--- src/rtl/fetch_pkg.sv ---
// Shared constants and types for the instruction-fetch stage.
// Optional perf counters in fetch_unit are enabled by defining FETCH_PERF_EN.
package fetch_pkg;

    localparam logic [31:0] NOP_INSTR = 32'h0;
    localparam logic [31:0] PC_INCR   = 32'd4;

    typedef enum logic [1:0] {
        RUN     = 2'd0,
        WAIT    = 2'd1,
        DISCARD = 2'd2
    } fetch_state_t;

    // Prefetch queue entry: PC+4 of the word and the word itself.
    typedef struct packed {
        logic [31:0] pc;
        logic [31:0] instr;
    } qentry_t;

endpackage

--- src/rtl/fetch_queue.sv ---
// Small prefetch FIFO of QDEPTH 64-bit entries; flush beats push.
module fetch_queue #(
    parameter  int QDEPTH = 2,
    localparam int CW     = $clog2(QDEPTH) + 1,
    localparam int AW     = (QDEPTH > 1) ? $clog2(QDEPTH) : 1
) (
    input  logic          clk,
    input  logic          rst,
    input  logic          push,
    input  logic [63:0]   din,
    input  logic          pop,
    input  logic          flush,
    output logic [CW-1:0] count,
    output logic [63:0]   head
);

    logic [63:0]   mem [QDEPTH];
    logic [AW-1:0] rd_ptr, wr_ptr;

    function automatic logic [AW-1:0] inc(input logic [AW-1:0] p);
        return (p == AW'(QDEPTH - 1)) ? '0 : p + AW'(1);
    endfunction

    always_ff @(posedge clk or posedge rst) begin
        if (rst) begin
            rd_ptr <= '0;
            wr_ptr <= '0;
            count  <= '0;
        end else if (flush) begin
            rd_ptr <= '0;
            wr_ptr <= '0;
            count  <= '0;
        end else begin
            if (push) wr_ptr <= inc(wr_ptr);
            if (pop)  rd_ptr <= inc(rd_ptr);
            count <= count + CW'(push) - CW'(pop);
        end
    end

    // Storage carries no reset; count alone decides what is live.
    always_ff @(posedge clk) begin
        if (push && !flush) mem[wr_ptr] <= din;
    end

    assign head = mem[rd_ptr];

endmodule

--- src/rtl/fetch_unit.sv ---
// Instruction fetch: owns the PC, issues one-at-a-time IMem requests, drives IF/ID.
// Define FETCH_PERF_EN to add the BubbleCount / RedirectCount ports.
module fetch_unit
    import fetch_pkg::*;
#(
    parameter logic [31:0] RESET_PC = 32'h0000_0000,
    parameter int          QDEPTH   = 2
) (
    input  logic        Clk,
    input  logic        Rst,
    output logic        IMemReq,
    output logic [31:0] IMemAddr,
    input  logic        IMemAck,
    input  logic [31:0] IMemData,
    input  logic        Stall,
    input  logic        PCSrc,
    input  logic [31:0] BranchPC,
    input  logic        Jump,
    input  logic [31:0] JumpPC,
    output logic [31:0] OutPC,
    output logic [31:0] Instr,
    output logic        IFIDValid
`ifdef FETCH_PERF_EN
    ,
    output logic [31:0] BubbleCount,
    output logic [31:0] RedirectCount
`endif
);

    localparam int            CW    = $clog2(QDEPTH) + 1;
    localparam logic [CW-1:0] QFULL = CW'(QDEPTH);
    localparam logic [CW-1:0] QLAST = CW'(QDEPTH - 1);

    fetch_state_t  state, state_d;
    logic [31:0]   fetch_pc, fetch_pc_d, addr_d, target;
    logic          req_d, push, pop, redirect, room;
    logic [CW-1:0] count;
    qentry_t       head, din;

    assign redirect = PCSrc | Jump;
    assign target   = PCSrc ? BranchPC : JumpPC;
    assign pop      = !redirect && !Stall && (count != '0);
    // Room for another word once this cycle's push (and any pop) land.
    assign room     = pop ? (count < QFULL) : (count < QLAST);
    assign din      = {fetch_pc + PC_INCR, IMemData};

    fetch_queue #(.QDEPTH(QDEPTH)) u_queue (
        .clk   (Clk),
        .rst   (Rst),
        .push  (push),
        .din   (din),
        .pop   (pop),
        .flush (redirect),
        .count (count),
        .head  (head)
    );

    always_ff @(posedge Clk or posedge Rst) begin
        if (Rst) begin
            state    <= RUN;
            fetch_pc <= RESET_PC;
            IMemReq  <= 1'b0;
            IMemAddr <= RESET_PC;
        end else begin
            state    <= state_d;
            fetch_pc <= fetch_pc_d;
            IMemReq  <= req_d;
            IMemAddr <= addr_d;
        end
    end

    always_comb begin
        state_d = state;
        unique case (state)
            RUN: begin
                if (!redirect && count < QFULL) state_d = WAIT;
            end
            WAIT: begin
                if (redirect)               state_d = IMemAck ? RUN : DISCARD;
                else if (IMemAck && !room)  state_d = RUN;
            end
            DISCARD: begin
                if (IMemAck) state_d = redirect ? RUN : WAIT;
            end
            default: state_d = RUN;
        endcase
    end

    // Request-side outputs: a held request keeps its address until acked.
    always_comb begin
        fetch_pc_d = fetch_pc;
        req_d      = IMemReq;
        addr_d     = IMemAddr;
        push       = 1'b0;
        unique case (state)
            RUN: begin
                if (redirect) begin
                    fetch_pc_d = target;
                    req_d      = 1'b0;
                end else if (count < QFULL) begin
                    req_d  = 1'b1;
                    addr_d = fetch_pc;
                end
            end
            WAIT: begin
                if (redirect) begin
                    fetch_pc_d = target;
                    req_d      = !IMemAck;
                end else if (IMemAck) begin
                    push       = 1'b1;
                    fetch_pc_d = fetch_pc + PC_INCR;
                    req_d      = room;
                    addr_d     = fetch_pc + PC_INCR;
                end
            end
            DISCARD: begin
                if (redirect) begin
                    fetch_pc_d = target;
                    if (IMemAck) req_d = 1'b0;
                end else if (IMemAck) begin
                    req_d  = 1'b1;
                    addr_d = fetch_pc;
                end
            end
            default: req_d = 1'b0;
        endcase
    end

    always_ff @(posedge Clk or posedge Rst) begin
        if (Rst) begin
            Instr     <= NOP_INSTR;
            OutPC     <= '0;
            IFIDValid <= 1'b0;
        end else if (redirect) begin
            Instr     <= NOP_INSTR;
            IFIDValid <= 1'b0;
        end else if (!Stall) begin
            if (pop) begin
                OutPC     <= head.pc;
                Instr     <= head.instr;
                IFIDValid <= 1'b1;
            end else begin
                Instr     <= NOP_INSTR;
                IFIDValid <= 1'b0;
            end
        end
    end

`ifdef FETCH_PERF_EN
    logic bubble;
    assign bubble = !redirect && !Stall && !pop;

    always_ff @(posedge Clk or posedge Rst) begin
        if (Rst) begin
            BubbleCount   <= '0;
            RedirectCount <= '0;
        end else begin
            if (bubble && BubbleCount != '1)     BubbleCount   <= BubbleCount + 32'd1;
            if (redirect && RedirectCount != '1) RedirectCount <= RedirectCount + 32'd1;
        end
    end
`endif

endmodule

--- config.mk ---
export PLATFORM = sky130hd
export DESIGN_NAME = fetch_unit
export DESIGN_NICKNAME = d
export VERILOG_FILES = /design/src/rtl/fetch_pkg.sv /design/src/rtl/fetch_queue.sv /design/src/rtl/fetch_unit.sv
export SDC_FILE = /design/constraint.sdc
export NUM_CORES = 1
export LEC_CHECK = 0
export CORE_AREA = 4 4 174 159
export DETAILED_ROUTE_END_ITERATION = 16
export DIE_AREA = 0 0 178 163
export HOLD_SLACK_MARGIN = 0.05
export MAX_ROUTING_LAYER = met4
export PLACE_DENSITY_LB_ADDON = 0.08
export SETUP_SLACK_MARGIN = 0.3
export SLEW_MARGIN = 10
export SYNTH_ARGS = -nofsm -noshare
export SYNTH_HDL_FRONTEND = slang
export SYNTH_SLANG_ARGS = --single-unit
--- constraint.sdc ---
create_clock -name Clk -period 13.4 [get_ports Clk]
set_clock_uncertainty 0.05 [all_clocks]
set_input_delay 1.34 -clock Clk [delete_from_list [all_inputs] [get_ports Clk]]
set_output_delay 1.34 -clock Clk [all_outputs]
set_load 0.03 [all_outputs]
* Word level (Yosys, flattened, before mapping) *
Memories as Yosys holds them, arrays and structs flattened.
Index checks and enable logic that the tools add are counted.

word-level totals
  bits in read-only memories = 0
  memories = 1
  logic and storage cells = 101
  RAM bits = 128
  bits in registers = 136
  input port bits = 102
  output and inout bits = 98
  bits in latches = 0

operators by class
  equality and inequality tests = 14
  multiplexer cells = 45
  multipliers = 0
  $lt $le $gt $ge = 2
  bitwise logic cells = 3
  shifts and indexed selects = 0
  div/mod/pow operators = 0
  reductions and logical operators = 21
  add/sub/neg operators = 5

memory list
  memory       words  width  read ports  clocked after memory_dff  wr ports  RTL line           source
  u_queue.mem  2      64     1           0                         1         fetch_queue.sv:17  logic [63:0] mem [QDEPTH];

operator list
  cell                                                    number
  two-way mux 32 bit                                      12
  one-hot mux 32 bit (3 select lines)                     1
  one-hot mux 32 bit (2 select lines)                     1
  adder 32 x 3 -> 32 bit (second input constant)          1
  two-way mux 1 bit                                       23
  inequality test 2 bit (second input constant)           7
  two-way mux 2 bit                                       6
  AND reduction 3 bit                                     4
  inequality test 3 bit (second input constant)           3
  nonzero test 2 bit                                      4
  AND reduction 7 bit                                     1
  one-hot mux 2 bit (3 select lines)                      1
  logical AND 1 bit                                       5
  logical NOT 1 bit                                       4
  inequality test 2 x 1 -> 1 bit (second input constant)  2
  one-hot mux 1 bit (3 select lines)                      1
  nonzero test 3 bit                                      1
  adder 1 bit (second input constant)                     2
  adder 2 x 1 -> 2 bit                                    1
  equality test 2 x 1 -> 1 bit (second input constant)    1
  equality test 2 bit (second input constant)             1
  logical NOT 2 bit                                       1
  < comparator 2 x 1 -> 1 bit (second input constant)     1
  < comparator 2 bit (second input constant)              1
  other kinds (4)                                         5

* Logic depth before layout (Yosys ltp) *
  word-level depth = 10
  mapped depth = 13

* Modules after synthesis *
From an unflattened synthesis, not the netlist that was laid out.

second synthesis, totals
  cells, all modules = 957
  area total of the unflattened synthesis = 12,285.5 µm²

by module, submodules not included
  module       sequential area each (µm²)  area an instance (µm²)  times used  cells an instance
  fetch_unit   3,303.2                     7,250.7                 1           740
  fetch_queue  3,943.8                     5,034.8                 1           217

* Worst setup path before layout *
OpenSTA, ideal clock, no wires.

  path kind = input to register
  from = input PCSrc
  to = memory u_queue.mem[0][0], enable pin
  library setup time = 565 ps
  buffers on the path = 3
  arrival time = 6,669 ps
  data required time = 12,785 ps
  setup slack = 6,117 ps
  stages = 6
  cells stage by stage = clkbuf_1 > nor2_1 > a22o_1 > buf_1 > buf_1 > nor3_1

between the ends
  cells in the longest elaborated chain, start to end = 6
  elaborated cells between the ends (all ways) = 7
  classes of those cells = mux: 4; bitwise: 1; reduce/logical: 2

ends and longest elaborated chain
  item                                         RTL line           source
  from (decl)                                  fetch_unit.sv:16   input logic PCSrc,
  OR 1 bit (*)                                 fetch_unit.sv:40   assign redirect = PCSrc | Jump;
  two-way mux 1 bit                            fetch_unit.sv:106  if (redirect) begin
  two-way mux 1 bit                            fetch_unit.sv:95   unique case (state)
  logical AND 1 bit (*)                        fetch_queue.sv:42  if (push && !flush) mem[wr_ptr] <= din;
  two-way mux 1 bit (*)                        fetch_queue.sv:42
  two-way mux 1 bit (not written as such) (*)  fetch_queue.sv:42
  to (decl)                                    fetch_queue.sv:17

Mark *: on every way between the ends. The rest lies on a longest branch, timed or not.

* Final worst setup path *
  from = input PCSrc
  to = memory u_queue.mem[0][62], enable pin

The elaborated chain is that of the path after synthesis.

==> results.txt <==
The final worst-path cycle share came out at between 30% and 40%. The worst setup slack for register-to-register paths came out at 10.13 ns. The pin count of the biggest net entering global routing came out at approximately 100. The switching power share of the total came out at 26.7%. Of all cell types, the one taking the most synthesized area is edfxtp_1. The global-route wire length before repair came out at between 40000 and 50000 um. The core footprint is about 26000 um^2. The number of global-route vias before repair is between 7000 and 8000. The largest buffer count on any clock path came out at 3. From bottom edge to top edge, the die measures approximately 160 um. The post-synthesis instance area came out at between 10000 and 15000 um^2.

By startpoint and endpoint, the worst setup path is classified as in -> reg. The maximum level of the CTS H-tree came out at 1. During synthesis, Yosys emitted a total of 0 warnings. The ratio of total power to cell area is between 100 and 150 nW/um^2. The total congestion overflow came out at 0. The hold-critical path depth came out at 2. The area occupied by registers is approximately 7300 um^2. The tightest min-delay check is of the reg -> reg type. The count of placed standard cells including taps came out at 1455. Counting the buffers created by CTS gives 28. The number of register bits inferred by synthesis is approximately 260. The achievable clock frequency is around 0.22 GHz. By area the synthesized netlist is led by edfxtp_1 (33%), dfrtp_1 (29%), mux2i_1 (6.3%). The number of failing setup endpoints in the final timing report is 0.

The net load switching power came out at 0.533 mW. The number of remaining DRC errors is 0. The relative area change from synthesis to final layout came out at 26.7%. The detailed router finished its first iteration with between 500 and 600 violations. The initial antenna violation count is 0. In this run the tightest slew margin relative to its limit is 21.6%. Summed over all cells, the static leakage comes to approximately 5.3 nW. The share of the synthesized area in the top cell type is about a third. The count of final max-slew check failures came out at 0. The number of max-capacitance violations reported is 0.

The antenna diode instance count came out at 0. In the synthesized netlist the async set-or-reset flop fraction comes to between 50 and 60%. The transition time at the pin with the least slew margin is ~1.2 ns. The estimated wirelength of the detail-placed design came out at 16900 um. The setup slack at placement came out at 8.29 ns. The share of total power in the clock network is roughly 36%. The post-route netlist has 7.08% of its cells at a drive strength greater than 1. The combined global-route utilization of all metal layers came out at 18.5%. After layout, the design draws a total of between 1.5 and 2 mW.

The clock-pin slew on the worst setup and hold paths is around 0.060 ns. The total iterations of the first detailed-routing run came out at 5. The starting utilization of the core area is 44.6%. The detail-routed net length per standard cell came out at approximately 17 um. Of all nets on the critical path, the largest fanout is 53.

The final setup TNS is 0 ns. The detail-routed via count per cell is about 5. TritonCTS built the clock tree. The sort of element at the start of the critical path is an input port. The synthesized netlist contains 46 unique library cells. The count of mapped cells out of synthesis is between 900 and 1000. The antenna violation net count after detailed routing came out at 0. The number of standard-cell rows in the floorplan is between 50 and 60.

The post-cts repair resize count came out at 0. The die area is 29000 um^2. Of the total power, combinational logic draws between 10% and 20%.

The die is about 180 um wide. The number of cells on the worst reg-to-reg path came out at 5. Setup repair after global routing left no endpoint under its margin. The flow ran to the end, and the final reports show no timing, DRC or antenna violations. Internal power comes to 1.47 mW. The minimum period implied by the final worst setup slack came out at about 4.5 ns. The data arrival time of the worst path is between 4 and 5 ns. For the worst-skew pair, the clock arrives at the later sink with an insertion delay of about 0.55 ns.

Buffers inserted to repair hold after CTS numbered 0. The clock sink count came out at roughly 260. The most used flip-flop cell after synthesis is dfrtp_1.

The non-filler instance count after layout is between 1500 and 2000. The minimum hold slack came out at ~0.42 ns. The placer's final routability congestion estimate is between 0.8 and 0.9. The filler cells instantiated in the layout total 2180.

Summing over every cut layer, the via total after detailed routing is between 7000 and 8000. The final layout net count came out at between 1000 and 1500. In this run the count of I/O pins placed on the die edge is 200. After layout, the worst setup slack is between 8 and 9 ns. The final-report hold violation count was 0. STA classifies the critical path endpoint as a register.

The number of enable-type register cells in the synthesized netlist came out at roughly 130. The highest ir drop seen on vdd is just under 0.1 mV. The mean instance size in the synthesized netlist came out at 11.7 um^2.

Data on the critical path is required at its endpoint by roughly 14 ns. The number of setup buffers added after CTS came out at 0. The number of buffers added on ports came out at roughly 200. The number of nets in the synthesized netlist is between 1000 and 1500. CTS placed an instance of clkbuf_16 at the clock tree root. The share of the Yosys chip area taken by registers is a little over three fifths. The share of total power in sequential cells is around half. The area occupied by multi-input gates is 3950 um^2. The total wirelength of the detailed-routed design came out at ~26000 um.
[metrics by stage]
stage	instance area, um^2	utilization, %
2_1_floorplan	11500	-
3_3_place_gp	13700	53.1
3_5_place_dp	13700	53.1
4_1_cts	14600	56.5
5_1_grt	14600	56.5
6_report	14600	56.5
[worst paths after layout]
| check | to | start |
|---|---|---|
| max in group asynchronous | u_queue.rd_ptr$_DFFE_PP0P_ | Rst |
| worst min-delay path | Instr[25]$_DFFE_PP0P_ | Instr[25]$_DFFE_PP0P_ |
| min in group asynchronous | Instr[20]$_DFFE_PP0P_ | Rst |
| worst max-delay path | u_queue.mem[0][62]$_DFFE_PP_ | PCSrc |
| worst max register to register | u_queue.mem[0][62]$_DFFE_PP_ | state[0]$_DFFE_PP0P_ |
| worst min register to register | Instr[25]$_DFFE_PP0P_ | Instr[25]$_DFFE_PP0P_ |
[worst max-delay path, cell delays in order]
cell and delay, ns:
buf_2 0.39, nor2_1 0.62, nand2_1 0.59, nor3_2 0.86, buf_4 0.72
[per-layer routing]
layer	part of all wire [%]	vias up	track usage, %
met2	45	225	27.2
met5	0	-	-
met1	48	3647	27.2
met4	1.8	0	4.01
met3	6.0	34	3.18
li1	-	3832	-
[cells in the final DEF, fill, tap and decap left out, types with 9 or more instances in the layout]
master	n
xor2_1	23
clkdlybuf4s50_1	198
inv_1	10
xnor2_1	37
clkbuf_16	28
nand2_1	137
nor2_1	28
nand4_1	14
nand3_1	23
o22ai_1	16
nor3_1	9
mux2i_1	73
nor4_1	9
mux2_2	16
buf_4	10
a21oi_1	35
dfrtp_1	135
o21ai_0	110
a2bb2oi_1	12
clkbuf_1	11
edfxtp_1	128
[kinds of logic after synthesis]
group | count (synthesis) | share of synthesized area [%]
flip-flops | 264 | 62.8
XOR/XNOR | 60 | 4.55
AND/OR/NAND/NOR | 264 | 10.7
multiplexers | 89 | 7.89
adder cells (fa/ha/maj) | 3 | 0.325
buffers and inverters | 95 | 3.23
AO/OA/AOI/OAI | 207 | 10.4
[power groups by stage]
stage	logic, mW	clock network, mW	registers, mW
2_1_floorplan	0.129	0	1.02
3_3_place_gp	0.311	0	0.978
3_5_place_dp	0.312	0	0.979
4_1_cts	0.314	0.744	0.964
5_1_grt	0.336	0.782	0.972
6_report	0.310	0.725	0.964
[synthesized netlist by cell type, types with 11 or more instances]
master     count
nand2_1      137
dfrtp_1      136
edfxtp_1     128
o21ai_0      110
mux2i_1       73
clkbuf_1      63
xnor2_1       37
a21oi_1       35
nor2_1        28
nand3_1       23
xor2_1        23
mux2_2        16
o22ai_1       16
nand4_1       14
buf_1         13
a2bb2oi_1     12
inv_1         11
nor3_1        11
[sequential cells by signal, summed over array words and instances, names as in the netlist, 2 cells and up]
signal	cells
u_queue.mem	128
IMemAddr	32
Instr	32
OutPC	32
fetch_pc	32
state	2
u_queue.count	2
[area by class of cell]
type / count / share of cell area (%)
clock inverter: 11 / 0.693
inverter: 11 / 0.317
tap: 348 / 2.98
timing repair buffer: 209 / 14.1
multi-input combinational: 623 / 27.0
sequential: 264 / 49.6
clock buffer: 41 / 5.26
(Power assumes the default switching activity.)
==> edit, RTL diff (config.mk and constraints unchanged) <==
`QDEPTH` is set to 2 in 2 places; all go to 4.
--- a/src/rtl/fetch_queue.sv
+++ b/src/rtl/fetch_queue.sv
@@ -1,5 +1,5 @@
 // Small prefetch FIFO of QDEPTH 64-bit entries; flush beats push.
 module fetch_queue #(
-    parameter  int QDEPTH = 2,
+    parameter  int QDEPTH = 4,
     localparam int CW     = $clog2(QDEPTH) + 1,
     localparam int AW     = (QDEPTH > 1) ? $clog2(QDEPTH) : 1
--- a/src/rtl/fetch_unit.sv
+++ b/src/rtl/fetch_unit.sv
@@ -5,5 +5,5 @@
 #(
     parameter logic [31:0] RESET_PC = 32'h0000_0000,
-    parameter int          QDEPTH   = 2
+    parameter int          QDEPTH   = 4
 ) (
     input  logic        Clk,
Behaviour: not the same (a bounded check fails within 4 cycles, from zero or initial values and one cycle with Rst high).
==> edit against the unedited design <==
  * Sequential power rose by 47%
  * Routed wire length rose by 42%
  * Worst hold slack improved by 0.0099 ns
  * Synthesized cell count rose by 8.4%
  * Synthesized area rose by 44%
  * Cell area rose by 37%
  * Sequential cell count rose by 131
  * Global-route usage rose by 8.6 points
  * Total power rose by 41%
  * Setup slack improved by 0.47 ns
  * Via count rose by 27%
  * Utilization rose by 21 points
  * Non-clock buffer count did not move
==> edit: results (changes against the unedited design) <==
[finish]
largest_register_ffs=256  ; +100%
fin_nets=1344  ; +8.2%
drive_above_1_share_pct=17.1  ; +10 points

[yosys]
synth-seq-area-share_pct=67.2  ; +4.4 points
synth_cell_types=59  ; +28%
yosys-top-cells-area=edfxtp_1 (46%), dfrtp_1 (21%), mux4_2 (8.7%), mux2_2 (3.7%), a21oi_1 (1.8%)
synth-edff-count=256  ; +100%
synth-main-ff-cell=edfxtp_1
synthArstFlopShare_pct=35.2  ; -16 points

[global_routing]
grt_pass1_vias=10200  ; +36%
gr-usage-all-layers_pct=27.1  ; +8.6 points
busiest_layer=met2
grt_pass1_wl_mm=58.4  ; +40%
antenna_found_initial=0  ; unchanged
grt_max_degree=79  ; -22%
grt_use_met1_pct=38.5  ; +11 points
grtUsageMet2_pct=43.0  ; +16 points
grt_use_met3_pct=3.76  ; +0.58 points

[detailed_routing]
wl_met3_mm=2.14  ; +35%
wl_met2_mm=18.7  ; +60%
num_vias=9858  ; +27%
wirelength_mm=37.2  ; +42%
drtIter0Drc=1001  ; +86%

[setup_path]
critPathLaunch=Jump
reg2reg_slack_ns=10.32  ; +0.19 ns
rr_endpoint=IMemAddr[24]
r2r-start=fetch_pc[2]
crit_end=u_queue.mem[3][37]
critPathMaxFanout=76  ; +43%

[worst_hold_path]
worstHoldPathCells=1  ; -1
hold_path_end=IFIDValid
min_from=IFIDValid

[sta]
tightest_slew_ns=1.16  ; -0.0152 ns

[clock_network]
h-tree-depth=2  ; +1
cts_buffers=39  ; +39%
clk_latency_ns=0.53  ; -0.02 ns

[pwr]
total_leakage_power_nw=7.06  ; +32%
irDropWorstVdd_v=0.000125  ; +27%

[run_status]
outcome=finished clean

[placement]
dp.final_hpwl_mm=22.8  ; +34%
place.gp.congestion=0.901  ; +9.5%

[edit: changes by cell type after synthesis, sizes merged, moves of 32 or more]
cell / delta
a22o: +32
edfxtp: +128
mux2i: -65
nand2: -86
o21ai: -89
nor2: +33
mux4: +64
mux2: +38
[edit: through the flow]
stage | worst slack [ns] | instances | hold WS (ns) | util [%] | instance area, um2
2_1_floorplan | 8.29 | 1064 | 0.442 | - | 16600
3_3_place_gp | 8.97 | 1539 | 0.409 | 72.6 | 18800
3_5_place_dp | 8.89 | 1539 | 0.415 | 72.6 | 18800
4_1_cts | 9.42 | 1611 | 0.428 | 77.5 | 20000
5_1_grt | 9.20 | 1611 | 0.435 | 77.5 | 20000
6_report | 9.38 | 1611 | 0.434 | 77.5 | 20000
[edit: critical path, cell delays in order]
cell and delay [ns]:
clkdlybuf4s50_1 0.47, nor2_2 0.43, and2_2 0.22, buf_4 0.58, and3_4 0.97
[edit: logic make-up after synthesis]
family / count (synthesis) / share of synthesized area (%)
DFF: 395 / 67.2
and+or+nand+nor: 203 / 6.61
xor gates and xnor gates: 56 / 2.95
muxes: 126 / 12.8
buffers and inverters: 97 / 2.63
adders and majority gates: 10 / 0.798
AOI/OAI and AO/OA: 177 / 7.01
[edit: final cells by class]
class                      instances  area, um2
sequential                       395      11200
fill                            1467       5820
multi-input combinational        572       5050
timing repair buffer             209       2060
clock buffer                      62       1140
tap                              348        435
clock inverter                    10        115
inverter                          15       61.3
[edit: power by group through the flow]
stage / Combinational (mW) / Sequential, mW / Clock, mW
floorplan: 0.144 / 1.47 / 0
global placement: 0.317 / 1.44 / 0
detailed placement: 0.324 / 1.44 / 0
CTS: 0.327 / 1.42 / 1.08
global route: 0.348 / 1.42 / 1.14
finish: 0.325 / 1.42 / 1.07
